$ cat src/rtl/hm_rx.sv
// hm_rx: checks PCIe completion TLPs and realigns the payload into 64-bit dword pairs. Optional HM_RX_STRICT_CHECK_EN adds a requester ID/tag check.
// Latency: one cycle from the accepted beat to rx_data. A trailing half-word appears one cycle after the eof-beat output.
// Backpressure: none. trn_rdst_rdy_n is held low from the first cycle after reset, so the sink is always ready.
module hm_rx #(
    parameter logic [7:0] HM_RX_TAG = 8'h38
) (
    input  logic        trn_clk,
    input  logic        trn_reset_n,
    input  logic [63:0] trn_rd,
    input  logic        trn_rsof_n,
    input  logic        trn_reof_n,
    input  logic        trn_rrem_n,
    input  logic        trn_rsrc_rdy_n,
    input  logic        trn_rsrc_dsc_n,
    output logic        trn_rdst_rdy_n,
    input  logic [7:0]  cfg_bus_number,
    input  logic [4:0]  cfg_device_number,
    input  logic [2:0]  cfg_function_number,
    output logic [63:0] rx_data,
    output logic        rx_data_we,
    output logic        rx_data_half,
    output logic        rx_end,
    output logic        rx_err,
    output logic [31:0] stat_trn_cpt_rx,
    output logic [31:0] stat_trn_cpt_drop,
    output logic [1:0]  stat_state
);
    localparam logic [1:0] S_IDLE = 2'd0;
    localparam logic [1:0] S_HDR  = 2'd1;
    localparam logic [1:0] S_DATA = 2'd2;
    localparam logic [1:0] S_DROP = 2'd3;

    logic [1:0]  state_q, state_d;
    logic        rdy_n_q;
    logic [31:0] carry_q, carry_d;
    logic        last_q, last_d, nodata_q, nodata_d;
    logic        pend_q, pend_d, pend_end_q, pend_end_d;
    logic [63:0] data_q, data_d;
    logic        we_q, we_d, half_q, half_d, end_q, end_d, err_q, err_d;
    logic [31:0] cpt_rx_q, cpt_rx_d, drop_q, drop_d;

    logic        beat, sof, eof, dsc;
    logic        is_cpld, is_cpl, hdr_valid, cpl_last, hdr_ok;
    logic [12:0] len_bytes, bc_bytes;

    assign beat = !trn_rsrc_rdy_n && !rdy_n_q;
    assign sof  = beat && !trn_rsof_n;
    assign eof  = beat && !trn_reof_n;
    assign dsc  = !trn_rsrc_dsc_n && !rdy_n_q;

    assign is_cpld   = (trn_rd[63:56] == {3'b010, 5'b01010});
    assign is_cpl    = (trn_rd[63:56] == {3'b000, 5'b01010});
    assign hdr_valid = is_cpld || is_cpl;
    // Zero-valued length and byte count fields encode their maximum.
    assign len_bytes = {trn_rd[41:32] == 10'd0, trn_rd[41:32], 2'b00};
    assign bc_bytes  = {trn_rd[11:0] == 12'd0, trn_rd[11:0]};
    assign cpl_last  = (bc_bytes <= len_bytes);

`ifdef HM_RX_STRICT_CHECK_EN
    assign hdr_ok = (trn_rd[63:48] == {cfg_bus_number, cfg_device_number, cfg_function_number})
                 && (trn_rd[47:40] == HM_RX_TAG);
`else
    logic unused_cfg;
    assign hdr_ok     = 1'b1;
    assign unused_cfg = ^{cfg_bus_number, cfg_device_number, cfg_function_number, HM_RX_TAG};
`endif

    always_ff @(posedge trn_clk) begin
        if (!trn_reset_n) state_q <= S_IDLE;
        else              state_q <= state_d;
    end

    always_comb begin
        state_d = state_q;
        if (dsc) begin
            state_d = S_IDLE;
        end else if (beat) begin
            case (state_q)
                S_IDLE: if (sof) state_d = (!hdr_valid || eof) ? (eof ? S_IDLE : S_DROP) : S_HDR;
                S_HDR:  state_d = eof ? S_IDLE : (hdr_ok ? S_DATA : S_DROP);
                default: if (eof) state_d = S_IDLE;
            endcase
        end
    end

    always_comb begin
        data_d     = data_q;
        we_d       = 1'b0;
        half_d     = 1'b0;
        end_d      = 1'b0;
        err_d      = 1'b0;
        carry_d    = carry_q;
        last_d     = last_q;
        nodata_d   = nodata_q;
        pend_d     = 1'b0;
        pend_end_d = 1'b0;
        cpt_rx_d   = cpt_rx_q;
        drop_d     = drop_q;
        if (pend_q && !dsc) begin
            data_d = {carry_q, 32'h0};
            we_d   = 1'b1;
            half_d = 1'b1;
            end_d  = pend_end_q;
        end
        // A TLP already sitting in DROP was counted when it was rejected.
        if (dsc) begin
            if (state_q == S_HDR || state_q == S_DATA || (state_q == S_IDLE && sof))
                drop_d = drop_q + 32'd1;
        end else if (beat) begin
            case (state_q)
                S_IDLE: if (sof) begin
                    last_d   = cpl_last;
                    nodata_d = is_cpl || (trn_rd[15:13] != 3'b000);
                    if (!hdr_valid || eof) drop_d = drop_q + 32'd1;
                end
                S_HDR: begin
                    if (!hdr_ok) begin
                        drop_d = drop_q + 32'd1;
                    end else begin
                        carry_d = trn_rd[31:0];
                        if (eof) begin
                            cpt_rx_d = cpt_rx_q + 32'd1;
                            end_d    = nodata_q || last_q;
                            err_d    = nodata_q;
                            if (!nodata_q) begin
                                data_d = {trn_rd[31:0], 32'h0};
                                we_d   = 1'b1;
                                half_d = 1'b1;
                            end
                        end
                    end
                end
                S_DATA: begin
                    if (!nodata_q) begin
                        data_d  = {carry_q, trn_rd[63:32]};
                        we_d    = 1'b1;
                        carry_d = trn_rd[31:0];
                    end
                    if (eof) begin
                        cpt_rx_d = cpt_rx_q + 32'd1;
                        if (nodata_q) begin
                            end_d = 1'b1;
                            err_d = 1'b1;
                        end else if (trn_rrem_n) begin
                            pend_d     = 1'b1;
                            pend_end_d = last_q;
                        end else begin
                            end_d = last_q;
                        end
                    end
                end
                default: ;
            endcase
        end
    end

    always_ff @(posedge trn_clk) begin
        if (!trn_reset_n) begin
            rdy_n_q    <= 1'b1;
            carry_q    <= 32'h0;
            last_q     <= 1'b0;
            nodata_q   <= 1'b0;
            pend_q     <= 1'b0;
            pend_end_q <= 1'b0;
            data_q     <= 64'h0;
            we_q       <= 1'b0;
            half_q     <= 1'b0;
            end_q      <= 1'b0;
            err_q      <= 1'b0;
            cpt_rx_q   <= 32'h0;
            drop_q     <= 32'h0;
        end else begin
            rdy_n_q    <= 1'b0;
            carry_q    <= carry_d;
            last_q     <= last_d;
            nodata_q   <= nodata_d;
            pend_q     <= pend_d;
            pend_end_q <= pend_end_d;
            data_q     <= data_d;
            we_q       <= we_d;
            half_q     <= half_d;
            end_q      <= end_d;
            err_q      <= err_d;
            cpt_rx_q   <= cpt_rx_d;
            drop_q     <= drop_d;
        end
    end

    assign trn_rdst_rdy_n    = rdy_n_q;
    assign rx_data           = data_q;
    assign rx_data_we        = we_q;
    assign rx_data_half      = half_q;
    assign rx_end            = end_q;
    assign rx_err            = err_q;
    assign stat_trn_cpt_rx   = cpt_rx_q;
    assign stat_trn_cpt_drop = drop_q;
    assign stat_state        = state_q;
endmodule
$ cat config.mk
export PLATFORM = sky130hd
export DESIGN_NAME = hm_rx
export DESIGN_NICKNAME = d
export VERILOG_FILES = /design/src/rtl/hm_rx.sv
export SDC_FILE = /design/constraint.sdc
export NUM_CORES = 1
export LEC_CHECK = 0
export ABC_AREA = 1
export CORE_MARGIN = 1
export CORE_UTILIZATION = 50
export DETAILED_ROUTE_END_ITERATION = 12
export PLACE_DENSITY = 0.88
export SLEW_MARGIN = 30
export SYNTH_ARGS = -nofsm -noshare
export SYNTH_HDL_FRONTEND = slang
export SYNTH_SLANG_ARGS = --single-unit
$ cat constraint.sdc
create_clock -name trn_clk -period 2.3 [get_ports trn_clk]
set_input_delay 0.23 -clock trn_clk [delete_from_list [all_inputs] [get_ports trn_clk]]
set_output_delay 0.23 -clock trn_clk [all_outputs]
set_load 0.005 [all_outputs]
==> impl_results.md, run 1 <==
* PortBufs at 205
* Hold path start: trn_reset_n
* Setup bufs post-CTS at 0
* Leakage at 3.97 nW
* CTS tree: yes
* DRC Markers at 0
* Post-CTS Hold Buffers at 0
* Critical Path Start: stat_state[1]
* Die width at 134 um
* Post-synth cell types at 36
* P per Cell Area at 569 nW/um2
* Layout cell share with drive strength beyond 1 at 0.0485
* Drt pass-1 iters at 5
* Die area at 17900 um2
* Setup TNS at 0 ns
* Final ANT Viol Nets at 0
* Crit path time final at 2.03 ns
* Max clock buf depth at 2
* DRT iter0 DRCs at 811
* Seq/Total Area, Yosys at 0.394
* Yosys Warn Count at 0
* Vias in the first global route at 8452
* Core ar. at 16800 um2
* Die height at 134 um
* Worst setup SP type: flip-flop
* Clk root buf: clkbuf_16
* Grt total ovfl at 0
* First-pass GRT wire length at 40.8 mm
* Total GRT Usage at 0.282
* Reg2Reg Launch Point: stat_state[1]
* VDD IR max at 0.515 mV
* Worst hold margin at 0.339 ns
* Antenna Cells at 0
* Placer congestion estimate at 0.931
* Max_slew headroom at 0.704
* Syn Nets at 1435
* Final Max Tran Viols at 0
* Worst Hold Class: in2reg
* Worst-Margin Slew at 0.441 ns
* Initial core utilization at 0.518
* Pin count of the biggest net entering global routing at 65
* Via/cell ratio at 5.40
* DR WL/cell at 14.4 um
* Worst setup slack after layout at 0.275 ns
* Fmax at 494 MHz
* DP Cell Count at 1715
* Fill cells at 1397
* Post-DP HPWL at 17.6 mm
* Total Power at 6.60 mW
* # H-tree levels at 4
* Status: finished clean
* Worst skew pair latency at 0.43 ns
* Max Cap Violations at 0
* Yosys reg bits at 171
* Clock skew at 0.00832 ns
* Synthesized area at 8680 um2
* Post-Syn Instances at 1332
* Non-filler instance count after layout at 1747
* I/O pins at 222
* Final WL at 25.2 mm
* Core Rows at 47
* CTS Sinks at 171
* Initial antenna violation count at 0
* Vias at 9435
* Post-CTS Resized at 0
* RSZ-0062 raised after global routing: no
* Final net count at 1617
* Dpl ws at 0.154 ns
* Final period util at 0.880
* Critical path class: reg2reg
* CTS clk-pin slew, worst paths at 0.07 ns
* Layout area overhead at 33.6%
* Total CTS buffers at 17
* Crit-path max FO at 19
* Final hold vios at 0
* Setup violations, final at 0
* Syn Area/Cell at 6.52 um2
* Setup crit end kind: flip-flop
* Worst Path Arrival at 2.34 ns
* Worst Path Required at 2.62 ns
registers in the layout, indices dropped and copies added (netlist names):
register / cells
rx_data: 64
carry_q: 32
stat_trn_cpt_drop: 32
stat_trn_cpt_rx: 32
stat_state: 2
last_q: 1
nodata_q: 1
pend_end_q: 1
pend_q: 1
rx_data_half: 1
rx_data_we: 1
rx_end: 1
rx_err: 1
trn_rdst_rdy_n: 1
worst max-delay path, cell delays in order, from the launching register on:
cell,delay (ns)
dfxtp_1,0.38
inv_1,0.08
ha_1,0.36
nand2_1,0.13
nor2_4,0.16
buf_4,0.26
nand2_1,0.08
nor2_1,0.12
nand2_1,0.08
o21ai_0,0.20
nor2_1,0.06
logic make-up (layout without fill, tap and decap cells):
logic type      count (synthesis)  count (layout)  synth area share
compound gates                242             242             0.147
xor+xnor                       12              12            0.0121
fa+ha+maj                      16              16            0.0231
buf+inv                       177             372            0.0853
flops                         171             171             0.394
simple gates                  714             714             0.338
through the flow:
stage,instance area [um2],utilization
final,11600,0.692
after global routing,11600,0.692
after CTS,11600,0.692
after detailed placement,11000,0.654
after global placement,11000,0.654
after floorplan,8680,-
worst paths after layout:
path              depth (start not counted)                  to  slack (ns)
setup / recovery                         10  stat_trn_cpt_rx[7]        0.27
hold / removal                            3         rx_data[18]        0.34
setup reg to reg                         10  stat_trn_cpt_rx[7]        0.27
hold reg to reg                           2         carry_q[29]        0.47
cell usage in the layout, fill, tap and decap left out, types with 4 or more instances in the layout:
| master | n |
|---|---|
| inv_2 | 6 |
| inv_1 | 109 |
| nand4_1 | 4 |
| o21ai_0 | 79 |
| bufinv_16 | 4 |
| nor3_1 | 9 |
| nand2_1 | 417 |
| ha_1 | 16 |
| buf_4 | 11 |
| buf_12 | 8 |
| nand3_1 | 114 |
| nor4_1 | 9 |
| clkbuf_16 | 17 |
| clkinv_4 | 4 |
| a21oi_1 | 119 |
| nor2_1 | 143 |
| nor2_2 | 5 |
| xor2_1 | 10 |
| clkdlybuf4s50_1 | 204 |
| a31oi_1 | 37 |
| dfxtp_1 | 171 |
per-layer routing:
metal  global-route usage  wire length, um
met1                0.354            10300
met2                0.469            12100
met3               0.0642             2170
met4                0.108              584
met5                    0                0
cell type report:
cell class | count | area [um2] | share of cell area
repair buffers | 224 | 2290 | 0.197
clock inverters | 14 | 208 | 0.0179
multi-input cells | 984 | 4530 | 0.391
clock buffers | 18 | 439 | 0.0378
inverters | 116 | 437 | 0.0376
flip-flops and latches | 171 | 3420 | 0.295
well taps | 220 | 275 | 0.0237
cells in the mapped netlist:
library cell	number	share of area
and3_1	1	0.00072
nor3_4	1	0.0019
inv_2	6	0.0026
nor3_1	9	0.0052
buf_6	6	0.0078
xor2_1	10	0.010
o21ai_0	79	0.046
nor2_1	144	0.062
buf_1	4	0.0017
nand4_1	4	0.0029
buf_2	22	0.013
a21oi_1	119	0.069
a31oi_1	37	0.027
o21bai_1	1	0.00086
nor4_1	9	0.0065
and2_1	1	0.00072
a22oi_1	1	0.00086
inv_1	110	0.048
or2_2	1	0.00072
clkbuf_1	28	0.012
o211ai_1	1	0.00086
nand2_1	418	0.18
a21boi_0	1	0.00086
o21a_1	2	0.0017
nor2_4	3	0.0039
nand3b_1	1	0.00086
nor3b_1	1	0.00086
nand2_4	1	0.0013
o21ai_2	1	0.0010
nand2_2	2	0.0014
xnor2_1	2	0.0020
nand3_1	114	0.066
nor2_2	4	0.0029
ha_1	16	0.023
buf_4	1	0.00086
dfxtp_1	171	0.39
report_power, final:
group | internal [mW] | leakage [nW] | switching, mW | total (mW)
clock network | 1.87 | 0.310 | 1.28 | 3.15
registers | 2.99 | 1.38 | 0.0198 | 3.00
logic | 0.200 | 2.28 | 0.244 | 0.445
(Power assumes the default switching activity.)
==> inputs of run 2 (changes only) <==
--- a/config.mk
+++ b/config.mk
@@ -6,10 +6,12 @@
 export NUM_CORES = 1
 export LEC_CHECK = 0
 export ABC_AREA = 1
+export CORE_ASPECT_RATIO = 0.8
 export CORE_MARGIN = 1
 export CORE_UTILIZATION = 50
 export DETAILED_ROUTE_END_ITERATION = 12
 export PLACE_DENSITY = 0.88
+export SKIP_CTS_REPAIR_TIMING = 1
 export SLEW_MARGIN = 30
 export SYNTH_ARGS = -nofsm -noshare
 export SYNTH_HDL_FRONTEND = slang
==> impl_results.md, run 2 (synthesis gave the netlist of run 1 again) <==
* Final WL at 25.4 mm (was 25.2 mm)
* Status: finished clean (unchanged)
* Final net count at 1614 (was 1617)
* Setup crit end kind: flip-flop (unchanged)
* Grt total ovfl at 0 (unchanged)
* Worst skew pair latency at 0.44 ns (was 0.43 ns)
* Max clock buf depth at 2 (unchanged)
* Crit path time final at 2.00 ns (was 2.03 ns)
* VDD IR max at 0.521 mV (was 0.515 mV)
* Core ar. at 16800 um2 (about the same)
* Crit-path max FO at 5 (was 19)
* Vias in the first global route at 8438 (was 8452)
* CTS tree: yes (unchanged)
* Placer congestion estimate at 0.961 (was 0.931)
* Reg2Reg Launch Point: stat_state[0] (was stat_state[1])
* Worst setup SP type: flip-flop (unchanged)
* Setup TNS at 0 ns (unchanged)
* Fmax at 499 MHz (was 494 MHz)
* Total GRT Usage at 0.285 (was 0.282)
* Clock skew at 0.0130 ns (was 0.00832 ns)
* Layout area overhead at 33.2% (was 33.6%)
* Internal at 4.96 mW (was 5.06 mW)
* Core Rows at 42 (was 47)
* Vias at 9460 (was 9435)
* Worst r2r path cells at 10 (unchanged)
* Most frequent cells in the layout: nand2_1 (417), clkdlybuf4s50_1 (204), dfxtp_1 (171), nor2_1 (143), a21oi_1 (119) (unchanged)
* Die width at 149 um (was 134 um)
* Total CTS buffers at 17 (unchanged)
* Worst Path Required at 2.67 ns (was 2.62 ns)
* # H-tree levels at 4 (unchanged)
* Die area at 17900 um2 (about the same)
* Most common cell after layout, fill and taps aside: nand2_1 (unchanged)
* Worst setup slack after layout at 0.298 ns (was 0.275 ns)
* Critical path class: reg2reg (unchanged)
* Final ANT Viol Nets at 0 (unchanged)
* Setup violations, final at 0 (unchanged)
* Flop pwr share at 0.464 (was 0.455)
* DRC Markers at 0 (unchanged)
* Pin count of the biggest net entering global routing at 65 (unchanged)
* Via/cell ratio at 5.42 (was 5.40)
* Drt pass-1 iters at 5 (unchanged)
* Max Cap Violations at 0 (unchanged)
* Final period util at 0.871 (was 0.880)
* I/O pins at 222 (unchanged)
* DRT iter0 DRCs at 731 (was 811)
* Dpl ws at 0.0752 ns (was 0.154 ns)
* Worst-Margin Slew at 0.436 ns (was 0.441 ns)
* Total Power at 6.48 mW (was 6.60 mW)
* Hold path start: trn_reset_n (unchanged)
* Final hold vios at 0 (unchanged)
* Leakage at 3.95 nW (was 3.97 nW)
* Worst Path Arrival at 2.37 ns (was 2.34 ns)
* Comb pwr share at 0.069 (was 0.067)
* Layout cell share with drive strength beyond 1 at 0.0466 (was 0.0485)
* First-pass GRT wire length at 40.7 mm (was 40.8 mm)
* Worst Hold Class: in2reg (unchanged)
* Die height at 120 um (was 134 um)
* Clk root buf: clkbuf_16 (unchanged)
* CTS Sinks at 171 (unchanged)
* Critical Path Start: stat_state[0] (was stat_state[1])
* R2R Setup Slk at 0.30 ns (was 0.27 ns)
* Final Max Tran Viols at 0 (unchanged)
* Sw frac at 0.234 (was 0.233)
* Core Util, Final at 0.690 (was 0.692)
* Multi-input logic area at 4530 um2 (unchanged)
* Fill cells at 1393 (was 1397)
* Clock power frac at 0.467 (was 0.477)
* PortBufs at 205 (unchanged)
* Initial antenna violation count at 1 (was 0)
* P per Cell Area at 560 nW/um2 (was 569 nW/um2)
* Register cell area after layout at 3420 um2 (unchanged)
* DR WL/cell at 14.6 um (was 14.4 um)
* Net Switching at 1.51 mW (was 1.54 mW)
* Post-DP HPWL at 17.8 mm (was 17.6 mm)
* Max_slew headroom at 0.708 (was 0.704)
* Initial core utilization at 0.518 (about the same)
* Worst R2R End: stat_trn_cpt_rx[23] (was stat_trn_cpt_rx[7])
* CTS clk-pin slew, worst paths at 0.07 ns (about the same)
* Worst hold margin at 0.226 ns (was 0.339 ns)
* Max FFs per register at 64 (unchanged)
* Hold Path Stages at 3 (unchanged)
* Hold Path End: stat_trn_cpt_rx[17] (was rx_data[18])
* RSZ-0062 raised after global routing: no (unchanged)
-- run 2: through the flow --
stage / instance area (um2) / std cells
after floorplan: 8680 / 1332
after global placement: 10900 / 1712
after detailed placement: 10900 / 1712
after CTS: 11600 / 1744
after global routing: 11600 / 1745
final: 11600 / 1745
-- run 2: cell type report --
| cell class | instances | share of cell area |
|---|---|---|
| inverters | 116 | 0.0378 |
| repair buffers | 221 | 0.197 |
| flip-flops and latches | 171 | 0.296 |
| clock inverters | 13 | 0.0142 |
| clock buffers | 19 | 0.0392 |
| diodes | 1 | 0.000216 |
| multi-input cells | 984 | 0.392 |
| well taps | 220 | 0.0238 |
-- run 2: routing by layer --
layer | global-route usage | up-vias | wire length, um
met5 | 0 | - | 0
met4 | 0.0982 | 0 | 429
li1 | - | 4679 | -
met2 | 0.464 | 420 | 11900
met3 | 0.0692 | 42 | 2310
met1 | 0.366 | 4319 | 10700
-- run 2: worst max path at each step --
stage | end | slack, ns | cells past startpoint
final | stat_trn_cpt_rx[23] | 0.30 | 10
after global routing | stat_trn_cpt_rx[23] | 0.12 | 10
after CTS | stat_trn_cpt_rx[23] | 0.31 | 10
after detailed placement | last_q | 0.08 | 9
after global placement | last_q | 0.15 | 9
after floorplan | stat_trn_cpt_rx[7] | 0.62 | 10
-- run 2: power by group through the flow --
| stage | Combinational (mW) | Clock, mW | Sequential [mW] |
|---|---|---|---|
| after CTS | 0.446 | 3.06 | 3.00 |
| after detailed placement | 0.440 | 0 | 3.07 |
| after floorplan | 0.202 | 0 | 3.07 |
| after global routing | 0.486 | 3.20 | 3.01 |
| after global placement | 0.428 | 0 | 3.07 |
| final | 0.448 | 3.02 | 3.01 |
-- run 2: critical path: stages, from the launching register on --
cell	delay, ns
dfxtp_1	0.37
inv_1	0.08
ha_1	0.35
nand2_1	0.12
nor2_4	0.19
nand3_1	0.25
nor2_1	0.29
nand2_1	0.09
nand2_1	0.07
inv_1	0.04
nor2_1	0.09
==> inputs of run 3 (changes only) <==
--- a/config.mk
+++ b/config.mk
@@ -6,12 +6,14 @@
 export NUM_CORES = 1
 export LEC_CHECK = 0
 export ABC_AREA = 1
+export ABC_CLOCK_PERIOD_IN_PS = 2300
 export CORE_ASPECT_RATIO = 0.8
 export CORE_MARGIN = 1
 export CORE_UTILIZATION = 50
 export DETAILED_ROUTE_END_ITERATION = 12
 export PLACE_DENSITY = 0.88
 export SKIP_CTS_REPAIR_TIMING = 1
+export SKIP_LAST_GASP = 1
 export SLEW_MARGIN = 30
 export SYNTH_ARGS = -nofsm -noshare
 export SYNTH_HDL_FRONTEND = slang
==> results of run 3 <==
No change in the layout: final DEF, timing and power equal those of run 2.
